<file path="src/rtl/cxs_txflit_sched.sv">
// CXS TX flit read sequencer: fetches descriptor flits from RAM port B and sends them under credit control.
// Optional counters are enabled with `define CXS_TXSCHED_STATS_EN.
module cxs_txflit_sched #(
   parameter int AWIDTH     = 12,
   parameter int DWIDTH     = 256,
   parameter int RD_LAT     = 2,
   parameter int MAX_CREDIT = 15
) (
   input  logic              clk,
   input  logic              rst,
   input  logic              desc_valid,
   output logic              desc_ready,
   input  logic [AWIDTH-1:0] desc_addr,
   input  logic [7:0]        desc_len,
   output logic              done,
   output logic              ram_en_b,
   output logic              ram_we_b,
   output logic              ram_oreg_ce_b,
   output logic [AWIDTH-1:0] ram_addr_b,
   input  logic [DWIDTH-1:0] ram_rd_data,
   output logic              cxs_tx_valid,
   output logic [DWIDTH-1:0] cxs_tx_data,
   output logic              cxs_tx_last,
   input  logic              cxs_crdgnt,
   output logic [3:0]        crd_cnt,
`ifdef CXS_TXSCHED_STATS_EN
   output logic [31:0]       stat_flits,
   output logic [31:0]       stat_stall,
   output logic [15:0]       stat_desc,
`endif
   output logic              crd_err
);

   typedef enum logic [1:0] {IDLE, FETCH, DRAIN} state_t;

   state_t            state_q;
   logic [AWIDTH-1:0] cur_addr_q;
   logic [7:0]        remain_q;
   logic [3:0]        crd_q;
   logic [3:0]        crd_d;
   logic              crd_err_q;
   logic [RD_LAT-1:0] pipe_vld_q;
   logic [RD_LAT-1:0] pipe_last_q;
   logic              issue;
   logic              last_out;

   // Credit is reserved at issue time, so every flit in flight already owns a receiver slot.
   assign issue    = (state_q == FETCH) && (crd_q != 4'd0);
   assign last_out = pipe_vld_q[RD_LAT-1] & pipe_last_q[RD_LAT-1];

   always_comb begin
      crd_d = crd_q;
      if (cxs_crdgnt && !issue) begin
         if (crd_q != 4'(MAX_CREDIT))
            crd_d = crd_q + 4'd1;
      end else if (!cxs_crdgnt && issue) begin
         crd_d = crd_q - 4'd1;
      end
   end

   always_ff @(posedge clk) begin
      if (rst) begin
         state_q     <= IDLE;
         cur_addr_q  <= '0;
         remain_q    <= '0;
         crd_q       <= '0;
         crd_err_q   <= 1'b0;
         pipe_vld_q  <= '0;
         pipe_last_q <= '0;
      end else begin
         crd_q <= crd_d;
         if (cxs_crdgnt && !issue && (crd_q == 4'(MAX_CREDIT)))
            crd_err_q <= 1'b1;

         pipe_vld_q[0]  <= issue;
         pipe_last_q[0] <= issue && (remain_q == 8'd0);
         for (int i = 1; i < RD_LAT; i++) begin
            pipe_vld_q[i]  <= pipe_vld_q[i-1];
            pipe_last_q[i] <= pipe_last_q[i-1];
         end

         case (state_q)
            IDLE: begin
               if (desc_valid) begin
                  cur_addr_q <= desc_addr;
                  remain_q   <= desc_len;
                  state_q    <= FETCH;
               end
            end
            FETCH: begin
               if (issue) begin
                  cur_addr_q <= cur_addr_q + AWIDTH'(1);
                  if (remain_q == 8'd0)
                     state_q <= DRAIN;
                  else
                     remain_q <= remain_q - 8'd1;
               end
            end
            DRAIN: begin
               if (last_out)
                  state_q <= IDLE;
            end
            default: state_q <= IDLE;
         endcase
      end
   end

   assign desc_ready    = (state_q == IDLE) && !rst;
   assign done          = (state_q == DRAIN) && last_out;
   assign ram_en_b      = issue;
   assign ram_we_b      = 1'b0;
   assign ram_oreg_ce_b = 1'b1;
   assign ram_addr_b    = cur_addr_q;
   assign cxs_tx_valid  = pipe_vld_q[RD_LAT-1];
   assign cxs_tx_last   = pipe_last_q[RD_LAT-1];
   assign cxs_tx_data   = ram_rd_data;
   assign crd_cnt       = crd_q;
   assign crd_err       = crd_err_q;

`ifdef CXS_TXSCHED_STATS_EN
   logic [31:0] stat_flits_q;
   logic [31:0] stat_stall_q;
   logic [15:0] stat_desc_q;

   // Free-running activity counters; they wrap silently.
   always_ff @(posedge clk) begin
      if (rst) begin
         stat_flits_q <= '0;
         stat_stall_q <= '0;
         stat_desc_q  <= '0;
      end else begin
         if (cxs_tx_valid)
            stat_flits_q <= stat_flits_q + 32'd1;
         if ((state_q == FETCH) && (crd_q == 4'd0))
            stat_stall_q <= stat_stall_q + 32'd1;
         if (done)
            stat_desc_q <= stat_desc_q + 16'd1;
      end
   end

   assign stat_flits = stat_flits_q;
   assign stat_stall = stat_stall_q;
   assign stat_desc  = stat_desc_q;
`endif

endmodule
</file>
<file path="config.mk">
export PLATFORM = sky130hd
export DESIGN_NAME = cxs_txflit_sched
export DESIGN_NICKNAME = d
export VERILOG_FILES = /design/src/rtl/cxs_txflit_sched.sv
export SDC_FILE = /design/constraint.sdc
export NUM_CORES = 1
export LEC_CHECK = 0
export CORE_AREA = 5 5 212 214
export DETAILED_ROUTE_END_ITERATION = 10
export DIE_AREA = 0 0 217 219
export PLACE_DENSITY = 0.36
export RECOVER_POWER = 50
export REMOVE_ABC_BUFFERS = 1
export SYNTH_ARGS = -nofsm -noshare
export SYNTH_HDL_FRONTEND = slang
export SYNTH_SLANG_ARGS = --single-unit
</file>
<file path="constraint.sdc">
create_clock -name clk -period 4.55 [get_ports clk]
set_clock_uncertainty 0.2 [all_clocks]
set_input_delay 0.91 -clock clk [delete_from_list [all_inputs] [get_ports clk]]
set_output_delay 0.91 -clock clk [all_outputs]
set_load 0.03 [all_outputs]
</file>
==> flow_summary.toml <==
[placement]
place_congestion = 1.31
place_area_sq_um = 2910
place_ws_ps = 1180
portBuffers = 45
place_inst = 801
dpl.hpwl_mm = 78.9

[drt]
finalWirelength_mm = 81.5
vias = 3133
drc = 0
drt_iter0_drc = 325
viasPerCell = 3.87
first_pass_iters = 4
wire_per_inst_um = 101
route.antenna.remaining_nets = 0

[die]
io_pins = 560
start_util_pct = 8.85
die_y_um = 219
dieArea_sq_um = 47500
row_count = 76
core-area_sq_um = 42700
die_w_um = 217

[grt]
grt_antenna_before_repair = 0
track_usage_pct = 32.7
grt_pass1_wl_mm = 87.2
grt_max_degree = 29
grt_pass1_vias = 2557
overflow = 0

[worst_hold_path]
hold_start = "pipe_last_q[0]"
whs_path_depth = 1
hold_class = "reg2reg"
hold_end = "pipe_last_q[1]"

[clocking]
cts_hold_buf = 0
clock_latency_ps = 290
post_cts_buffers = 0
clockRootBuffer = "clkbuf_16"
clockBufferDepth = 2
cts_made_buffers = 5
cts.sinks = 31
cts_tree = "done"
cts_resized = 0
cts.clk_slew.worst_paths_ps = 60
cts.htree.levels = 2

[cells_and_area]
diodes = 0
drive_above_1_share_pct = 11.8
nFillCells = 4960
fin_cells = 809
fin_util_pct = 7.19
stdcell_area_sq_um = 3070
final_nets = 548
areaGrowthSynthToFinish_pct = -18.7

[logic_synthesis]
synth_seq_cells = 31
synth_area_leaders = "buf_4, dfxtp_1, a21oi_1, nor2_1, ha_1"
syn_area_per_cell_sq_um = 7.92
yosysSeqAreaShare_pct = 16.4
async_flop_share_pct = 0
synth_largest_area_cell = "buf_4"
synth_cells = 477
synth_cell_types = 61
synth-edff-count = 0
synth_top_area_share_pct = 51.2
ys.flop_type = "dfxtp_1"
yosys_warnings = 0
synth_area_sq_um = 3780

[setup_path]
crit_chain = "dlygate4sd3_1 > nor3_1 > clkdlybuf4s50_1"
cp_top_family = "buffers and inverters"
r2r_cells = 9
path_buf_inv = 2
cp.arrival_ps = 2360
critPathMaxFanout = 2
cp-end-kind = "output pin"
crit_type = "in2out"
r2r_slack_ps = 1720
reg2reg_to = "crd_cnt[3]"
worstPathRequired_ps = 3440
max_stage_delay_ps = 710
r2r-start = "state_q[1]"
start_kind = "primary input"
slowest_stage = "clkdlybuf4s50_1"

[timing]
max_freq_ghz = 0.288
hold_violations = 0
worst_slew_pin_slew_ps = 657
timing.setup.tns_ps = 0
grt_setup_unrepaired = "false"
period_needed_ps = 3470
slew_viol_final = 0
fin_ws_ps = 1080
hold_ws_ps = 245
relSlewSlack_pct = 56.2
finalSetupViolations = 0
period_share_pct = 76.3

[job]
drv_cap = 0

[power_and_ir_drop]
peakVddDrop_v = 0.000142
design_power_total_mw = 1.61
p_per_area_nw_per_um2 = 523
power_leakage_nw = 0.899

[outcome]
run_status = "complete, no violations"
cells in the final DEF (no fill, tap or decap), drive strengths merged, types with 3 or more instances in the layout:
master and instances:
inv 5, nor3 10, nor4 3, nor2 23
clkbuf 7, xnor2 5, nand4 5, or3 3
buf 4, o21ai 7, a21oi 25, nand3 8
dfxtp 31, clkdlybuf4s50 44, nor2b 3, a211oi 4
ha 5, a21o 3, nand2 17, mux2i 3
nand2b 3, o32ai 3
routing by layer:
metal | vias to the layer above | part of all wire, % | global-route usage [%]
li1 | 889 | - | -
met1 | 1249 | 11 | 9.58
met2 | 819 | 48 | 56.3
met3 | 150 | 29 | 46.7
met4 | 26 | 10 | 25.1
met5 | - | 1.4 | 18.8
how the worst max path moves through the flow:
stage               depth (start not counted)  slack [ps]          to  start
floorplan                                   1        1880  desc_ready    rst
global placement                            3        1170  desc_ready    rst
detailed placement                          3        1180  desc_ready    rst
CTS                                         3        1160  desc_ready    rst
global route                                3        1040  desc_ready    rst
finish                                      3        1080  desc_ready    rst
Yosys cell counts, types with 2 or more instances:
cell type  count
buf_4        258
dfxtp_1       31
nor2_1        23
a21oi_1       20
nand2_1       16
nor3_1        10
nand3_1        8
clkbuf_1       6
ha_1           5
nand4_1        5
xnor2_1        5
a211oi_1       4
a21oi_2        4
inv_1          4
o21ai_0        4
clkbuf_8       3
mux2i_1        3
nand2b_1       3
nor2b_1        3
nor4_1         3
o21ai_2        3
o32ai_1        3
or3_1          3
a21o_1         2
a311oi_1       2
and2_1         2
and3_1         2
buf_6          2
conb_1         2
nor3b_1        2
o221ai_1       2
o22ai_1        2
o311ai_0       2
o31a_1         2
or2_2          2
cells by family after synthesis:
kind of cell	share of synthesized area, %
xor gates and xnor gates	1.16
other	0.199
and+or+nand+nor	12.4
muxes	0.794
buffers and inverters	54.4
adders and majority gates	2.18
AOI/OAI and AO/OA	12.4
DFF	16.4
power breakdown:
| group | total (mW) | internal (mW) | switching [mW] |
|---|---|---|---|
| Sequential | 0.453 | 0.346 | 0.108 |
| Clock | 0.371 | 0.233 | 0.138 |
| Combinational | 0.783 | 0.304 | 0.479 |
state kept, by name, indices dropped and copies added (netlist names):
name	cells
state_q	2
ram_addr_b	12
pipe_last_q	2
pipe_vld_q	2
crd_cnt	4
remain_q	8
crd_err	1
final cells by class:
class                           instances  area, sq um  area share, %
Clock inverter                          1         7.51          0.244
Timing Repair Buffer                   49          480           15.6
Inverter                                6         25.0          0.815
Sequential cell                        31          621           20.2
Clock buffer                            7          153           4.97
Tap cell                              546          683           22.2
Multi-Input combinational cell        169         1100           35.9
worst register-to-register path: cells and delay by family, from the launching register on:
kind	cells	cell delay, ps
multiplexers	1	240
XOR/XNOR	1	140
AO/OA/AOI/OAI	2	360
AND/OR/NAND/NOR	4	730
adder cells (fa/ha/maj)	1	300
flip-flops	1	740
(Power assumes the default switching activity.)
